## src/rtl/fma_byte_serial_acc.sv

```systemverilog
`default_nettype none
// ============================================================================
// Module   : fma_byte_serial_acc (with ksa_8 adder slice)
// Purpose  : Byte-serial accumulation of multiplier products through a single
//            8-bit Kogge-Stone slice with a registered inter-byte carry.
//            Optional macro FMA_ACC_SAT_EN: unsigned saturation on overflow.
// Revision : 1.0 - initial release
// ============================================================================

module ksa_8 (
    input  logic [7:0] a,
    input  logic [7:0] b,
    input  logic       cin,
    output logic [7:0] sum,
    output logic       cy
);

    logic [7:0] p;
    logic [7:0] g_lvl [0:3];
    logic [7:0] p_lvl [0:2];

    assign p = a ^ b;
    // Carry-in folded into bit 0 so every prefix group ends at the true carry.
    assign g_lvl[0] = (a & b) | {7'b0, p[0] & cin};
    assign p_lvl[0] = p;

    generate
        for (genvar k = 0; k < 3; k++) begin : g_level
            localparam int DIST = 1 << k;
            assign g_lvl[k+1] = g_lvl[k] | (p_lvl[k] & (g_lvl[k] << DIST));
            if (k < 2) begin : g_prop
                assign p_lvl[k+1] = p_lvl[k] & (p_lvl[k] << DIST);
            end
        end
    endgenerate

    assign sum = p ^ {g_lvl[3][6:0], cin};
    assign cy  = g_lvl[3][7];

endmodule

module fma_byte_serial_acc #(
    parameter int ACC_BYTES  = 3,   // legal 2..8
    parameter int PROD_BYTES = 2    // must not exceed ACC_BYTES
) (
    input  logic                    clk,
    input  logic                    rst,
    input  logic                    in_valid,
    output logic                    in_ready,
    input  logic [8*PROD_BYTES-1:0] prod,
    input  logic                    clr_acc,
    output logic                    out_valid,
    input  logic                    out_ready,
    output logic [8*ACC_BYTES-1:0]  acc_out,
    output logic                    ovf
);

    localparam int ACC_W = 8 * ACC_BYTES;
    localparam int IDX_W = $clog2(ACC_BYTES);
    localparam logic [IDX_W-1:0] LAST_IDX = IDX_W'(ACC_BYTES - 1);

    typedef enum logic [1:0] {
        IDLE = 2'd0,
        ADD  = 2'd1,
        DONE = 2'd2
    } state_t;

    state_t             state;
    logic [ACC_W-1:0]   acc;
    logic [ACC_W-1:0]   op_r;
    logic               carry_r;
    logic               clr_r;
    logic [IDX_W-1:0]   byte_idx;
    logic               ovf_r;
    logic               out_valid_r;

    logic [IDX_W+2:0]   bit_base;
    logic [7:0]         slice_a;
    logic [7:0]         slice_b;
    logic [7:0]         slice_sum;
    logic               slice_cy;

    assign bit_base = {byte_idx, 3'b000};
    assign slice_a  = clr_r ? 8'h00 : acc[bit_base +: 8];
    assign slice_b  = op_r[bit_base +: 8];

    ksa_8 u_ksa (
        .a   (slice_a),
        .b   (slice_b),
        .cin (carry_r),
        .sum (slice_sum),
        .cy  (slice_cy)
    );

    always_ff @(posedge clk or posedge rst) begin
        if (rst) begin
            state       <= IDLE;
            acc         <= '0;
            op_r        <= '0;
            carry_r     <= 1'b0;
            clr_r       <= 1'b0;
            byte_idx    <= '0;
            ovf_r       <= 1'b0;
            out_valid_r <= 1'b0;
        end else begin
            case (state)
                IDLE: begin
                    if (in_valid) begin
                        op_r     <= ACC_W'(prod);
                        clr_r    <= clr_acc;
                        carry_r  <= 1'b0;
                        byte_idx <= '0;
                        if (clr_acc) begin
                            ovf_r <= 1'b0;
                        end
                        state <= ADD;
                    end
                end
                ADD: begin
                    acc[bit_base +: 8] <= slice_sum;
                    carry_r            <= slice_cy;
                    byte_idx           <= byte_idx + 1'b1;
                    if (byte_idx == LAST_IDX) begin
                        ovf_r <= ovf_r | slice_cy;
`ifdef FMA_ACC_SAT_EN
                        // Overrides the byte write above: clamp to all-ones.
                        if (slice_cy) begin
                            acc <= '1;
                        end
`endif
                        byte_idx    <= '0;
                        out_valid_r <= 1'b1;
                        state       <= DONE;
                    end
                end
                DONE: begin
                    if (out_ready) begin
                        out_valid_r <= 1'b0;
                        state       <= IDLE;
                    end
                end
                default: begin
                    state <= IDLE;
                end
            endcase
        end
    end

    assign in_ready  = (state == IDLE);
    assign out_valid = out_valid_r;
    assign acc_out   = acc;
    assign ovf       = ovf_r;

endmodule

`default_nettype wire

```

## config.mk

```make
export PLATFORM = sky130hd
export DESIGN_NAME = fma_byte_serial_acc
export DESIGN_NICKNAME = d
export VERILOG_FILES = /design/src/rtl/fma_byte_serial_acc.sv
export SDC_FILE = /design/constraint.sdc
export NUM_CORES = 1
export LEC_CHECK = 0
export ABC_AREA = 0
export CORE_MARGIN = 4
export CORE_UTILIZATION = 40
export CTS_BUF_LIST = sky130_fd_sc_hd__clkbuf_2 sky130_fd_sc_hd__clkbuf_4 sky130_fd_sc_hd__clkbuf_8
export DETAILED_ROUTE_END_ITERATION = 16
export PLACE_DENSITY = 0.75
export SKIP_CTS_REPAIR_TIMING = 1
export SLEW_MARGIN = 20
export SYNTH_ARGS = -nofsm -noshare
export SYNTH_HDL_FRONTEND = slang
export SYNTH_SLANG_ARGS = --single-unit
```

## constraint.sdc

```tcl
create_clock -name clk -period 2.8 [get_ports clk]
set_input_delay 0.7 -clock clk [delete_from_list [all_inputs] [get_ports clk]]
set_output_delay 0.7 -clock clk [all_outputs]
set_load 0.005 [all_outputs]
```

; ---- Word-level counts from Yosys, hierarchy flattened
; Index checks and enable logic that the tools add are counted.
[word_totals]
ff_bits = 48
in_bits = 21
output_inout_bits = 27
wordCells = 61
[classes]
bitwise_logic = 14
n_addsub = 2
shifts = 4
muxes = 18
n_reduce_logical = 8
eq_ne = 7
[op_table]
columns = cell, n
row1 = AND 8 bit, 6
row2 = variable part select 24 x 6 -> 8 bit, 2
row3 = bitwise mux 24 bit, 1
row4 = OR 8 bit, 3
row5 = variable shift 8 x 7 -> 24 bit (first input constant), 1
row6 = variable part select 8 x 7 -> 24 bit, 1
row7 = bitwise XOR 8 bit, 2
row8 = two-way mux 2 bit, 5
row9 = two-way mux 8 bit, 1
row10 = OR 8 x 1 -> 8 bit, 1
row11 = negator 5 -> 7 bit, 1
row12 = two-way mux 1 bit, 6
row13 = inequality test 2 bit (second input constant), 3
row14 = case mux 1 bit (2 select lines), 3
row15 = case mux 2 bit (3 select lines), 1
row16 = AND reduction 3 bit, 2
row17 = equality test 2 bit (second input constant), 2
row18 = case mux 2 bit (2 select lines), 1
row19 = AND reduction 2 bit, 2
row20 = AND reduction 4 bit, 1
row21 = nonzero test 2 bit, 2
row22 = adder 2 x 1 -> 2 bit (second input constant), 1
row23 = equality test 2 x 1 -> 1 bit (second input constant), 1
row24 = zero test 2 bit, 1
row25 = other kinds (3), 3

; ---- Depth between registers and ports, before layout
; Gate-level depths: netlist of the first run.
[depth]
depth_word = 14
mapped_depth = 12

; ---- Modules after synthesis
; A second synthesis of the first run with hierarchy kept.
[hier_totals]
hier_cells = 260
area_unflattened_um2 = 2715.1
[modules_own_cells]
columns = mod, seq_area_each_um2, n_inst, cells_per_inst, area_per_inst_um2
row1 = fma_byte_serial_acc, 1201.2, 1, 218, 2373.5
row2 = ksa_8, 0.0, 1, 42, 341.6

; ---- Worst setup path before layout of the first run
; Ideal clock, no wire load.
[synth_timing]
path_type = reg-to-reg
start = register byte_idx[0]
end = register ovf_r, in the netlist ovf
required_time_ns = 2.668
n_path_buf = 2
setup_ns = 0.132
arrival_time_ns = 2.682
setup_slack_ns = -0.014
synth_period_minus_slack_ns = 2.814
path_stages_with_launch = 12
path_cell_list = dfrtp_1 > buf_2 > buf_2 > mux2i_1 > nor2_1 > fa_1 > fa_1 > a21oi_1 > o21ai_0 > o211a_1 > a211oi_1 > o21ai_0
[synth_via]
elab_chain_cells = 14
elab_cells_between_ends = 21
cone_classes = eq/ne: 2 / shift: 2 / mux: 3 / bitwise: 13 / reduce/logical: 1
[synth_lines]
columns = item, line
row1 = start: declaration, 73  ; logic [IDX_W-1:0] byte_idx;
row2 = start signal: assignment, 122  ; byte_idx <= byte_idx + 1'b1;
row3 = variable part select 24 x 6 -> 8 bit, 84  ; assign slice_a = clr_r ? 8'h00 : acc[bit_base +: 8];
row4 = two-way mux 8 bit, 84
row5 = bitwise XOR 8 bit, 22  ; assign p = a ^ b;
row6 = AND 1 bit, 24  ; assign g_lvl[0] = (a & b) | {7'b0, p[0] & cin};
row7 = OR 8 x 1 -> 8 bit, 24
row8 = AND 8 bit, 30  ; assign g_lvl[k+1] = g_lvl[k] | (p_lvl[k] & (g_lvl[k] << DIST));
row9 = OR 8 bit, 30
row10 = AND 8 bit, 30
row11 = OR 8 bit, 30
row12 = AND 8 bit, 30
row13 = OR 8 bit, 30
row14 = OR 1 bit, 124  ; ovf_r <= ovf_r | slice_cy;
row15 = two-way mux 1 bit, 123  ; if (byte_idx == LAST_IDX) begin
row16 = case mux 1 bit (2 select lines), 106  ; case (state)
row17 = end signal: assignment, 124
row18 = end: declaration, 74  ; logic ovf_r;
; Parallel ways exist; a longest one is shown, timed or not. The select of a mux whose other input is x is not followed.
; A chain may end at the register's enable or synchronous reset.

; ---- Worst setup path after layout of the first run
[layout_timing]
start = register byte_idx[1]
end = register acc[5], in the netlist acc_out[5]
[layout_via]
elab_chain_cells = 13
elab_cells_between_ends = 20
cone_classes = add/sub: 1 / shift: 4 / mux: 2 / bitwise: 13
[layout_lines]
columns = item, line
row1 = variable part select 24 x 6 -> 8 bit, 84
row2 = two-way mux 8 bit, 84
row3 = bitwise XOR 8 bit, 22
row4 = AND 1 bit, 24
row5 = OR 8 x 1 -> 8 bit, 24
row6 = AND 8 bit or OR 8 bit (tied branches), 30
row7 = OR 8 bit or AND 8 bit (tied branches), 30
row8 = AND 8 bit or OR 8 bit (tied branches), 30
row9 = OR 8 bit or AND 8 bit (tied branches), 30
row10 = OR 8 bit, 30
row11 = bitwise XOR 8 bit, 37  ; assign sum = p ^ {g_lvl[3][6:0], cin};
row12 = variable part select 8 x 7 -> 24 bit, 120  ; acc[bit_base +: 8] <= slice_sum;
row13 = bitwise mux 24 bit (*), 120
row14 = end signal: indexed assignment, 120
row15 = end: declaration, 69  ; logic [ACC_W-1:0] acc;
; Mark *: on every way between the ends. The rest lies on a longest branch, timed or not.

==> results of run 1 <==
worst register-to-register path: stages, from the launching register on:
cell and delay [ps]:
dfrtp_1 400, buf_4 130, buf_4 200, mux2i_1 230, nor2_1 60, a21oi_1 130, nor2_1 80, ha_1 370
nor2_1 70, o31ai_2 250, buf_4 160, xor2_1 300, a22o_1 180
through the flow:
step | util | cells | instance area [um2] | worst slack, ps | total power [mW]
2_1_floorplan | - | 235 | 2580 | 50.5 | 2.49
3_3_place_gp | 0.522 | 361 | 3180 | 148 | 3.19
3_5_place_dp | 0.522 | 361 | 3180 | 81.6 | 3.24
4_1_cts | 0.540 | 369 | 3290 | 52.6 | 3.76
5_1_grt | 0.544 | 370 | 3320 | 14.9 | 4.07
6_report | 0.544 | 370 | 3320 | 204 | 3.77
cell usage after synthesis, types with 2 or more instances:
master	number
a21oi_1	15
mux2_2	17
nor3_4	2
nand2b_1	3
mux2i_1	17
a22o_1	18
o21ai_0	11
inv_1	6
nand2_2	2
fa_1	2
xnor2_1	4
nand2_1	16
dfrtp_1	48
nor2_1	33
nand4_1	3
ha_1	12
nor2b_1	2
buf_2	4
buf_4	2
worst max path at each step:
| stage | from | to |
|---|---|---|
| finish | byte_idx[1] | acc_out[5] |
| global route | byte_idx[1] | acc_out[23] |
| CTS | byte_idx[1] | ovf |
| detailed placement | byte_idx[1] | ovf |
| global placement | byte_idx[1] | ovf |
| floorplan | byte_idx[1] | ovf |
metal layers:
| metal | wire, um | vias up | track usage |
|---|---|---|---|
| li1 | - | 949 | - |
| met1 | 2710 | 961 | 0.221 |
| met2 | 2710 | 47 | 0.261 |
| met3 | 257 | 7 | 0.0251 |
| met4 | 72 | 0 | 0.0495 |
| met5 | 0 | - | 0 |
state kept, by name, summed over array words and instances (netlist names):
register   cells
ovf            1
acc_out       24
clr_r          1
byte_idx       2
state          2
out_valid      1
carry_r        1
op_r          16
cell type report:
cell class / count / area (um2) / area share
sequential: 48 / 1200 / 0.362
multi-input combinational: 172 / 1310 / 0.396
inverter: 6 / 22.5 / 0.00679
clock buffer: 5 / 68.8 / 0.0207
timing repair buffer: 61 / 576 / 0.173
clock inverter: 3 / 42.5 / 0.0128
tap: 75 / 93.8 / 0.0283
logic make-up (layout without fill, tap and decap cells):
family | Yosys count | after routing | synth area share
buffers and inverters | 15 | 75 | 0.0296
DFF | 48 | 48 | 0.466
AOI/OAI and AO/OA | 52 | 52 | 0.139
adders and majority gates | 14 | 14 | 0.0739
xor gates and xnor gates | 5 | 5 | 0.0170
and+or+nand+nor | 67 | 67 | 0.133
muxes | 34 | 34 | 0.140
cells in the final DEF, fill, tap and decap left out, types with 11 or more instances in the layout:
cell type	n
clkdlybuf4s50_1	47
ha_1	12
mux2i_1	17
nor2_1	33
o21ai_0	11
dfrtp_1	48
mux2_2	17
a22o_1	18
buf_4	14
nand2_1	16
a21oi_1	14
power by group through the flow:
stage	logic, mW	registers (mW)	clock network, mW
final	2.04	1.22	0.507
after global routing	2.25	1.27	0.549
after CTS	2.02	1.23	0.516
after detailed placement	2.00	1.24	0
after global placement	1.95	1.24	0
after floorplan	1.33	1.16	0
==> flow_summary.ini, run 1 <==
[sta]
setup_viol = 0
rsz0062_at_grt = false
maxSlewHeadroom = 0.538
min_period_ps = 2600
finalCritPeriodShare = 0.927
fin_worst_skew_ps = 8.00
worst_pin_slew_ps = 691
finalHoldViolCount = 0
slew_violations = 0
fmax_ghz = 0.385
tns_ps = 0
hold_slack_ps = 510

[synth]
synth_edf_count = 0
yosys-top-cells-area = dfrtp_1 (47%), mux2_2 (7.4%), mux2i_1 (6.6%), a22o_1 (6.1%), ha_1 (5.8%)
ys_warn_count = 0
ys_seq_elements = 48
syn_avg_cell_area_um2 = 11.0
yosysTopAreaCell = dfrtp_1
yosysUniqueCellTypes = 37
syn_nets = 270
async_flop_share = 1.00
synth_flop_cell = dfrtp_1
synth.cell_area_um2 = 2570
syn_inst = 235
ys_seq_area_frac = 0.466
yosys.area.top_type_share = 0.466

[global_routing]
grt_pass1_wl_mm = 9.78
grt-ovfl-total = 0
grt_pass1_vias = 2020
antenna_found_initial = 0
grtUsageTotal = 0.160
grt_max_degree = 27

[setup_path]
critical_path_arrival_ps = 2850
reg2reg_slack_ps = 200
worstSetupStartpointType = flip-flop
reg2reg_from = byte_idx[1]
critical_path.max_fanout = 14
path_depth = 12
worst_path_largest_cell_delay_ps = 400
r2r-end = acc_out[5]
crit_required_ps = 3050
cp_slowest_cell = dfrtp_1
crit_type = flip-flop to flip-flop
setup.worst_path.end_class = flip-flop
reg2reg_depth = 12
cp_num_buf_inv = 3
crit_family = compound AO/OA/AOI/OAI gates
cp_cell_sequence = buf_4, buf_4, mux2i_1, nor2_1, a21oi_1, nor2_1, ha_1, nor2_1, o31ai_2, buf_4, xor2_1, a22o_1

[final_layout]
num-fill-cells = 564
syn_to_final_growth_pct = 28.9
nets = 329
layout-drive-gt1-share = 0.180
antenna_cells = 0

[pwr]
power_frac_clock = 0.134
intPower_mw = 2.26
power_switching_mw = 1.51
p_per_area_nw_per_um2 = 1140
power.leakage_nw = 1.50
pwr-share-seq = 0.324
swShare = 0.400
p_comb_frac = 0.541
ir_worst_vdd_uv = 562

[place]
io_buffers = 47
hpwl_mm = 4.42
gp_congestion = 0.881

[route]
wire_per_inst_um = 15.6
drt_iter0_markers = 167
firstDrtPassIters = 4
remaining_drc_errors = 0
detail-route-antenna-nets = 0
vias_per_cell = 5.31
wl_mm = 5.76
vias = 1964

[floorplan]
io_pins = 48
rows = 28
die_w_um = 88.2
core_um2 = 6100
dieHeight_um = 88.2
dieArea_um2 = 7790
start_util = 0.422

[run_status]
status = completed

[flow_run]
maxCapViolCount = 0

[hold_path]
hold_path_depth = 1
hold_path_class = flip-flop to flip-flop
min-delay-start = op_r[15]
hold_path_end = op_r[15]

[clock_tree]
clk_latency_ps = 300
root_buffer = clkbuf_8
numCtsBuffers = 5
ctsLongestPathBuffers = 2
tritoncts = done
clkSinkCount = 48
htree_levels = 2
clkTransAtPathRegs_ps = 90
Power figures use the tool's default switching activity.
==> inputs of run 2 (changes only) <==
Settings changed: PLACE_DENSITY 0.75 to 0.66.
==> run 2 against run 1 <==
Via count down 1.6%. Clock skew up 1.5 ps. Routed wire length down 2.1%. First-iteration DRC count down 45%. Die area unchanged. Final cell count down 0.27%. Clock power down 19%. Utilization down 0.31 points.
==> flow_summary.ini, run 2 (synthesis results as in run 1) <==
[sta]
slew_violations = 0
fmax_ghz = 0.378
finalCritPeriodShare = 0.944
min_period_ps = 2640
finalHoldViolCount = 0
rsz0062_at_grt = false
hold_slack_ps = 508
fin_worst_skew_ps = 9.53
worst_pin_slew_ps = 643
tns_ps = 0
maxSlewHeadroom = 0.571
setup_viol = 0

[run_status]
status = completed

[final_layout]
layout-drive-gt1-share = 0.180
num-fill-cells = 560
largest_register_ff_count = 24
antenna_cells = 0
nets = 328
syn_to_final_growth_pct = 28.1
mostFrequentLayoutCells = dfrtp_1 (47), clkdlybuf4s50_1 (47), nor2_1 (33)

[clock_tree]
clkSinkCount = 48
htree_levels = 2
clk_latency_ps = 300
clkTransAtPathRegs_ps = 90
numCtsBuffers = 5
ctsLongestPathBuffers = 2
tritoncts = done
root_buffer = clkbuf_8

[global_routing]
grt_pass1_wl_mm = 9.42
grt_max_degree = 27
grt_pass1_vias = 1952
grtUsageTotal = 0.157
grt-ovfl-total = 0
antenna_found_initial = 0

[place]
hpwl_mm = 4.36
io_buffers = 47
gp_congestion = 0.847

[route]
wire_per_inst_um = 15.3
detail-route-antenna-nets = 0
wl_mm = 5.63
remaining_drc_errors = 0
vias = 1932
drt_iter0_markers = 92
firstDrtPassIters = 4
vias_per_cell = 5.24

[flow_run]
maxCapViolCount = 0

[floorplan]
core_um2 = 6100
rows = 28
die_w_um = 88.2
io_pins = 48
start_util = 0.422
dieHeight_um = 88.2
dieArea_um2 = 7790

[setup_path]
reg2reg_depth = 13
crit_required_ps = 2990
critical_path_arrival_ps = 2830
reg2reg_from = byte_idx[1]
critical_path.max_fanout = 7
setup.worst_path.end_class = flip-flop
worstSetupStartpointType = flip-flop
cp-startpoint = byte_idx[1]
crit_type = flip-flop to flip-flop

[pwr]
power.leakage_nw = 1.49
ir_worst_vdd_uv = 508
p_per_area_nw_per_um2 = 1110

[hold_path]
hold_path_class = flip-flop to flip-flop
min-delay-start = acc_out[18]
hold_path_depth = 2
run 2: power by group:
| group | total, mW | internal [mW] | switching [mW] |
|---|---|---|---|
| registers | 1.23 | 0.990 | 0.238 |
| logic | 2.04 | 1.01 | 1.02 |
| clock network | 0.412 | 0.174 | 0.237 |
| total | 3.68 | 2.18 | 1.50 |
run 2: area by class of cell:
cell class,instances,area [um2],share of cell area
inverter,6,22.5,0.00683
sequential,48,1200,0.364
clock inverter,3,18.8,0.00569
multi-input combinational,172,1310,0.398
timing repair buffer,60,581,0.176
clock buffer,5,68.8,0.0209
tap,75,93.8,0.0284
run 2: layer usage:
layer | track usage | part of all wire | vias to the layer above
met1 | 0.224 | 0.50 | 932
met4 | 0.0646 | 0.014 | 0
li1 | - | - | 951
met3 | 0.0289 | 0.047 | 7
met2 | 0.233 | 0.44 | 42
met5 | 0 | 0 | -
run 2: worst max-delay path: stages, from the launching register on:
cell and delay, ps:
dfrtp_1 390, buf_4 130, buf_4 180, mux2i_1 220, nor2_1 50, a21oi_1 120
nor2_1 90, ha_1 330, a211oi_2 280, o31ai_2 100, and4b_1 220, nor3_2 180
buf_4 150, o21ai_0 80
run 2: final timing paths:
| path | to | slack [ps] |
|---|---|---|
| max | acc_out[7] | 160 |
| min | acc_out[18] | 510 |
| min reg2reg | acc_out[18] | 510 |
| min in group asynchronous | acc_out[15] | 740 |
| max reg2reg | acc_out[7] | 160 |
| max in group asynchronous | byte_idx[0] | 1550 |
run 2: stage by stage:
| stage | power [mW] | cells | util | cell area (um2) | setup slack [ps] |
|---|---|---|---|---|---|
| after floorplan | 2.49 | 235 | - | 2580 | 50.5 |
| after global placement | 3.21 | 360 | 0.523 | 3190 | 166 |
| after detailed placement | 3.26 | 360 | 0.523 | 3190 | 35.8 |
| after CTS | 3.68 | 368 | 0.537 | 3280 | 5.57 |
| after global routing | 3.99 | 369 | 0.541 | 3300 | 15.9 |
| final | 3.68 | 369 | 0.541 | 3300 | 156 |
